**src/rtl/mem_access_ctrl_pkg.sv**
```systemverilog
// Shared definitions for the MEM-stage data-memory access controller:
// funct3 load/store encodings, FSM state encoding and the store strobe helper.
package mem_access_ctrl_pkg;

  localparam logic [2:0] Funct3B  = 3'b000;
  localparam logic [2:0] Funct3H  = 3'b001;
  localparam logic [2:0] Funct3W  = 3'b010;
  localparam logic [2:0] Funct3Bu = 3'b100;
  localparam logic [2:0] Funct3Hu = 3'b101;

  typedef enum logic [1:0] {
    StIdle = 2'b00,
    StWait = 2'b01,
    StDone = 2'b10
  } state_e;

  // funct3[1:0] carries the access size; lane is already size-aligned.
  function automatic logic [3:0] store_strb(input logic [2:0] funct3, input logic [1:0] lane);
    logic [3:0] strb;
    case (funct3[1:0])
      2'b00:   strb = 4'b0001 << lane;
      2'b01:   strb = 4'b0011 << lane;
      default: strb = 4'b1111;
    endcase
    return strb;
  endfunction

endpackage

```
**src/rtl/mem_lane_align.sv**
```systemverilog
// Combinational byte-lane steering: store data shift and strobes, load
// byte/half extraction with sign or zero extension. Misalignment is not trapped.
module mem_lane_align
  import mem_access_ctrl_pkg::*;
(
  input  logic [2:0]  funct3,
  input  logic [1:0]  addr_lo,
  input  logic [31:0] store_data,
  input  logic [31:0] load_word,
  output logic [3:0]  store_wstrb,
  output logic [31:0] store_lanes,
  output logic [31:0] load_data
);

  logic [1:0]  lane;
  logic [31:0] load_shifted;
  logic [7:0]  ld_byte;
  logic [15:0] ld_half;

  // Halfwords ignore addr[0]; words ignore both low address bits.
  always_comb begin
    case (funct3[1:0])
      2'b00:   lane = addr_lo;
      2'b01:   lane = {addr_lo[1], 1'b0};
      default: lane = 2'b00;
    endcase
  end

  assign store_wstrb  = store_strb(funct3, lane);
  assign store_lanes  = store_data << {lane, 3'b000};
  assign load_shifted = load_word >> {lane, 3'b000};
  assign ld_byte      = load_shifted[7:0];
  assign ld_half      = load_shifted[15:0];

  always_comb begin
    case (funct3)
      Funct3B:  load_data = {{24{ld_byte[7]}}, ld_byte};
      Funct3Bu: load_data = {24'h0, ld_byte};
      Funct3H:  load_data = {{16{ld_half[15]}}, ld_half};
      Funct3Hu: load_data = {16'h0, ld_half};
      default:  load_data = load_word;
    endcase
  end

endmodule

```
**src/rtl/mem_access_ctrl.sv**
```systemverilog
// MEM-stage req/ack data-memory controller producing MEM_DONE for the hazard unit.
// Optional abort of a stuck transaction when MEM_TIMEOUT_EN is defined.
module mem_access_ctrl
  import mem_access_ctrl_pkg::*;
#(
  parameter int unsigned TIMEOUT_CYCLES = 255
)
(
  input  logic        clk,
  input  logic        rstn,
  input  logic        MEM_mem_read,
  input  logic        MEM_mem_write,
  input  logic [2:0]  MEM_funct3,
  input  logic [31:0] MEM_addr,
  input  logic [31:0] MEM_wdata,
  output logic [31:0] MEM_rdata,
  output logic        MEM_DONE,
  output logic        MEM_err,
  output logic        mem_req,
  output logic        mem_we,
  output logic [31:0] mem_addr,
  output logic [3:0]  mem_wstrb,
  output logic [31:0] mem_wdata,
  input  logic        mem_ack,
  input  logic [31:0] mem_rdata
);

  state_e      state_q;
  logic [31:0] rdata_q;
  logic        access;
  logic [3:0]  lane_wstrb;

`ifdef MEM_TIMEOUT_EN
  localparam int unsigned CntW = ($clog2(TIMEOUT_CYCLES) > 8) ? $clog2(TIMEOUT_CYCLES) : 8;
  logic [CntW-1:0] cnt_q;
  logic            err_q;
`endif

  assign access = MEM_mem_read | MEM_mem_write;

  // Reset gates the bus and releases the pipeline even if access is held.
  assign mem_req  = rstn & access & ((state_q == StIdle) | (state_q == StWait));
  assign MEM_DONE = ~rstn | ((state_q == StIdle) & ~access) | (state_q == StDone);

  assign mem_we    = MEM_mem_write;
  assign mem_addr  = {MEM_addr[31:2], 2'b00};
  assign mem_wstrb = MEM_mem_write ? lane_wstrb : 4'b0000;

  mem_lane_align u_lane_align (
    .funct3      (MEM_funct3),
    .addr_lo     (MEM_addr[1:0]),
    .store_data  (MEM_wdata),
    .load_word   (rdata_q),
    .store_wstrb (lane_wstrb),
    .store_lanes (mem_wdata),
    .load_data   (MEM_rdata)
  );

  always_ff @(posedge clk or negedge rstn) begin
    if (!rstn) begin
      state_q <= StIdle;
      rdata_q <= '0;
`ifdef MEM_TIMEOUT_EN
      cnt_q   <= '0;
      err_q   <= 1'b0;
`endif
    end else begin
`ifdef MEM_TIMEOUT_EN
      err_q <= 1'b0;
`endif
      unique case (state_q)
        StIdle: begin
          if (access) begin
            if (mem_ack) begin
              state_q <= StDone;
              rdata_q <= mem_rdata;
            end else begin
              state_q <= StWait;
`ifdef MEM_TIMEOUT_EN
              cnt_q   <= '0;
`endif
            end
          end
        end
        StWait: begin
          if (mem_ack) begin
            state_q <= StDone;
            rdata_q <= mem_rdata;
          end
`ifdef MEM_TIMEOUT_EN
          // Abort: release the pipeline with a zero result; a pending store is lost.
          else if (cnt_q == CntW'(TIMEOUT_CYCLES - 1)) begin
            state_q <= StDone;
            rdata_q <= '0;
            err_q   <= 1'b1;
          end else begin
            cnt_q <= cnt_q + 1'b1;
          end
`endif
        end
        StDone:  state_q <= StIdle;
        default: state_q <= StIdle;
      endcase
    end
  end

`ifdef MEM_TIMEOUT_EN
  assign MEM_err = err_q;
`else
  assign MEM_err = 1'b0;
`endif

endmodule

```
**config.mk**
```make
export PLATFORM = sky130hd
export DESIGN_NAME = mem_access_ctrl
export DESIGN_NICKNAME = d
export VERILOG_FILES = /design/src/rtl/mem_access_ctrl_pkg.sv /design/src/rtl/mem_lane_align.sv /design/src/rtl/mem_access_ctrl.sv
export SDC_FILE = /design/constraint.sdc
export NUM_CORES = 1
export LEC_CHECK = 0
export CORE_MARGIN = 8
export CORE_UTILIZATION = 37
export CTS_CLUSTER_SIZE = 20
export DETAILED_ROUTE_END_ITERATION = 8
export PLACE_DENSITY = 0.87
export SETUP_SLACK_MARGIN = 0.15
export SYNTH_ARGS = -nofsm -noshare
export SYNTH_HDL_FRONTEND = slang
export SYNTH_SLANG_ARGS = --single-unit
```
**constraint.sdc**
```tcl
create_clock -name clk -period 2.5 [get_ports clk]
set_input_delay 0.25 -clock clk [delete_from_list [all_inputs] [get_ports clk]]
set_output_delay 0.25 -clock clk [all_outputs]
set_load 0.005 [all_outputs]
```
-- Word level (Yosys, flattened, before mapping)
Index checks and enable logic that the tools add are counted.
- flip-flop bits (word level): 34
- output and inout port bits: 104
- logic and storage cells: 40
- equal/unequal tests: 8
- shift-type cells: 4
- muxes and demuxes: 11
- bitwise logic cells: 9
- reduce and logical (&&, ||, !) cells: 6
- operator list (operator ; count):
    $pmux W32 S4 ; 1
    $mux W32 ; 2
    $pmux W32 S2 ; 1
    $shl A32 B5 Y32 ; 1
    $shr A32 B5 Y16 ; 1
    $pmux W2 S2 ; 2
    $pmux W4 S2 ; 1
    $eq A3 B3 Y1 const B ; 2
    $mux W2 ; 3
    $eq A2 B1 Y1 const B ; 2
    $logic_not A2 Y1 ; 2
    $mux W4 ; 1
    $ne A2 B2 Y1 const B ; 2
    $or A1 B1 Y1 ; 4
    $reduce_and A2 Y1 ; 2
    $shl A1 B2 Y4 const A ; 1
    $shl A2 B2 Y4 const A ; 1
    $and A1 B1 Y1 ; 3
    $eq A3 B1 Y1 const B ; 1
    $logic_not A3 Y1 ; 1
    $eq A2 B2 Y1 const B ; 1
    $not A1 Y1 ; 2
    $reduce_bool A2 Y1 ; 1

-- Longest topological paths before layout
- depth in word-level cells: 5
- gate-level depth with buffers: 6
- mapped depth without buffers: 4

-- By module
A second synthesis with hierarchy kept.
- cell total of the unflattened synthesis: 321
- area, all modules: 2896.5 µm²
- by module, submodules not included (module ; times used ; cells each ; area an instance (µm²) ; sequential area each (µm²)):
    mem_access_ctrl ; 1 ; 114 ; 1579.0 ; 850.8
    mem_lane_align ; 1 ; 207 ; 1317.5 ; 0.0

-- Least setup slack after synthesis
No wires, ideal clock.
- path type: input -> output
- start point: in MEM_addr[1]
- end point: out MEM_rdata[17]
- arrival: 1.332 ns
- slack: 0.918 ns
- stages on the path: 6
- path buffers: 2
- path through: clkbuf_2 > nor4b_1 > o21ai_0 > o211ai_1 > buf_4 > a21oi_1
- word-level cells in the longest chain between the ends: 3
- ends and longest elaborated chain (item ; line ; RTL):
    start: declaration ; mem_access_ctrl.sv:14 ; input logic [31:0] MEM_addr,
    $pmux W2 S2 ; mem_lane_align.sv:22 ; case (funct3[1:0])
    $shr A32 B5 Y16 ; mem_lane_align.sv:31 ; assign load_shifted = load_word >> {lane, 3'b000};
    $pmux W32 S4 ; mem_lane_align.sv:36 ; case (funct3)
    end: declaration ; mem_access_ctrl.sv:16 ; output logic [31:0] MEM_rdata,
No other way between the ends.

-- Worst setup path after layout
- start point: in MEM_funct3[2]
- end point: out MEM_rdata[10]
- word-level cells in the longest chain between the ends: 2
- elaborated cells between the ends (all ways): 5
- ends and longest elaborated chain (item ; line ; RTL):
    start: declaration ; mem_access_ctrl.sv:13 ; input logic [2:0] MEM_funct3,
    $eq A3 B3 Y1 (tied with other cells) ; mem_lane_align.sv:36 ;
    $pmux W32 S4 * ; mem_lane_align.sv:36 ;
Every way passes the cells marked *; elsewhere a longest branch is shown, timed or not.

==> flow_summary.ini <==
[worst_setup_path]
r2r_start = state_q[1]
criticalPathCategory = input pin to primary output
worst-endpoint-arrival_ns = 2.10
cp.required_ns = 2.25
crit_path_start_kind = input pin
r2r_cells = 3
r2r_setup_slack_ns = 1.06
r2r-end = rdata_q[13]
critical_path.max_fanout = 7
end_kind = primary output

[timing]
finalSetupTns_ns = 0
final-hold-violation-count = 0
fin_crit_sh = 0.9410
fin_crit_ns = 2.352
rsz0062_at_grt = yes
fin_skew_ns = 0.01023
drv_slew = 0
max_freq_mhz = 425.1
setup_viol = 0

[final_layout]
fin_nets = 560
final_common_cell = clkdlybuf4s50_1
diodes = 0
final_cell_mix = clkdlybuf4s50_1, o21ai_0, a21oi_1, dfrtp_1, nand2_1
nFillCells = 652
drive_above_1_share = 0.1466
syn_to_final_growth_pct = 57.91
stdcell_area_sq_mm = 0.004357

[floorplan]
die_x_um = 102.4
num_rows = 31
core_area_sq_mm = 0.007253
die_h_um = 102.4
top_level_ports = 208
die_area_sq_mm = 0.01048
initial_core_util = 0.3804

[power_and_ir_drop]
p_leak_nw = 1.821
power_density_mw_per_mm2 = 488.5
vdd_drop_max_mv = 0.4364

[synth]
yosys_register_bits = 34
mappedNetlistArea_sq_mm = 0.002759
ys_types = 38
syn-mean-instance-area_sq_um = 8.335
ys_warn_count = 0
synthCells = 331
yosysSeqAreaShare = 0.3084

[grt]
overflow = 0
grt_pass1_wl_um = 15970
grt-busiest-layer = met2
met1_usage = 0.2000
use_met3 = 0.07493
grt.met2_usage = 0.3558
antenna_found_initial = 0
grt_pass1_vias = 3122
grt_max_degree = 50
track_usage = 0.1947

[clock_tree]
cts_max_level = 2
cts_root_buf = clkbuf_8
clockBufferDepth = 2
ctsHoldBuffers = 0
clock_latency_ns = 0.29
cts_num_sinks = 34
tritoncts = built
clkSlewWorstSetupHoldPaths_ns = 0.06
numCtsBuffers = 5

[routing]
wirelength_um = 10570
drt_iter0_drc = 88
via_count = 2945
drtAntennaViolNets = 0
dr.pass1.iters = 4
drt-vias-per-instance = 5.297
drc = 0
wl_per_cell_um = 19.01

[outcome]
status = finished, final reports clean

[place]
place_congestion = 0.8347
port_buffers = 144
place_area_sq_mm = 0.004192
hpwl_um = 8537

[flow_run]
maxCapViolations = 0

[worst_hold_path]
hold_class = input pin to asynchronous set/reset pin
==> timing repair <==
item	CTS	global route
buffers inserted	2	1
resized for setup	16	9
setup endpoints to repair	64	33
pin swaps	1	1
==> logic make-up after synthesis <==
| family | Yosys count | synth area share |
|---|---|---|
| other | 1 | 0.001359 |
| AO/OA/AOI/OAI | 110 | 0.2381 |
| flip-flops | 34 | 0.3084 |
| multiplexers | 31 | 0.1478 |
| buffers and inverters | 77 | 0.1601 |
| AND/OR/NAND/NOR | 78 | 0.1442 |
==> Yosys cell counts, drive strengths merged <==
library cell / count / area, sq um
buf: 44 / 316.5
o21ai: 39 / 195.2
a21oi: 35 / 178.9
dfrtp: 34 / 850.8
nand2: 30 / 112.6
clkbuf: 16 / 61.30
inv: 16 / 60.06
mux2: 16 / 180.2
mux2i: 10 / 100.1
a31oi: 9 / 56.30
and2: 9 / 56.30
nor2: 9 / 33.78
nor3: 9 / 45.04
a2bb2oi: 8 / 70.07
and3: 8 / 50.05
o22a: 7 / 61.31
nor2b: 6 / 37.54
mux4: 5 / 127.6
a211oi: 4 / 30.03
nor3b: 3 / 33.78
o211ai: 2 / 15.01
o21a: 2 / 15.01
a21o: 1 / 7.510
clkinv: 1 / 3.750
conb: 1 / 3.750
nand2b: 1 / 6.260
nand3b: 1 / 7.510
nor4: 1 / 6.260
nor4b: 1 / 8.760
o21ba: 1 / 10.01
o221ai: 1 / 8.760
o31a: 1 / 8.760
==> per-stage QoR <==
stage | setup WS [ns] | utilization | hold WS, ns | cells | total power (W)
2_1_floorplan | 0.9181 | - | -0.04559 | 333 | 0.001120
6_report | 0.1476 | 0.6007 | 0.05041 | 556 | 0.002128
5_1_grt | 0.001442 | 0.6007 | 0.07507 | 556 | 0.002253
4_1_cts | 0.1546 | 0.5962 | 0.04974 | 555 | 0.002144
3_5_place_dp | -0.1816 | 0.5779 | 0.3620 | 545 | 0.001643
3_3_place_gp | -0.09171 | 0.5779 | 0.3687 | 545 | 0.001622
==> flip-flops by register name (all words and copies together), names as in the netlist <==
register,cells
rdata_q,32
state_q,2
==> worst max-delay path, cell delays in order <==
cell             delay [ns]
clkdlybuf4s50_1        0.44
nor4_1                 0.32
buf_4                  0.18
a21oi_2                0.06
buf_4                  0.18
a2bb2oi_1              0.13
clkdlybuf4s50_1        0.55
==> cell type report <==
class	instances	area, sq um	area share
Timing Repair Buffer	176	1703	0.3909
Multi-Input combinational cell	222	1505	0.3455
Sequential cell	34	850.8	0.1953
Tap cell	99	123.9	0.02843
Clock buffer	6	72.57	0.01666
Inverter	17	63.81	0.01465
Clock inverter	2	37.54	0.008616
==> report_power, final <==
part | switching (W) | internal [W]
Combinational | 0.000368 | 0.000545
Sequential | 0.0000711 | 0.000647
Clock | 0.000200 | 0.000297
Total | 0.000639 | 0.00149
==> per-layer routing <==
| metal | share of wire | vias up |
|---|---|---|
| met4 | 0.017 | 0 |
| met3 | 0.10 | 20 |
| met2 | 0.52 | 125 |
| met5 | 0 | - |
| li1 | - | 1384 |
| met1 | 0.36 | 1416 |
==> worst max path at each step <==
| stage | startpoint | to | depth (start not counted) |
|---|---|---|---|
| 2_1_floorplan | MEM_addr[1] | MEM_rdata[17] | 6 |
| 3_3_place_gp | MEM_addr[0] | MEM_rdata[15] | 7 |
| 3_5_place_dp | MEM_addr[0] | MEM_rdata[15] | 7 |
| 4_1_cts | rdata_q[15] | MEM_rdata[11] | 7 |
| 5_1_grt | rdata_q[15] | MEM_rdata[10] | 7 |
| 6_report | MEM_funct3[2] | MEM_rdata[10] | 7 |
Power figures use the tool's default switching activity.
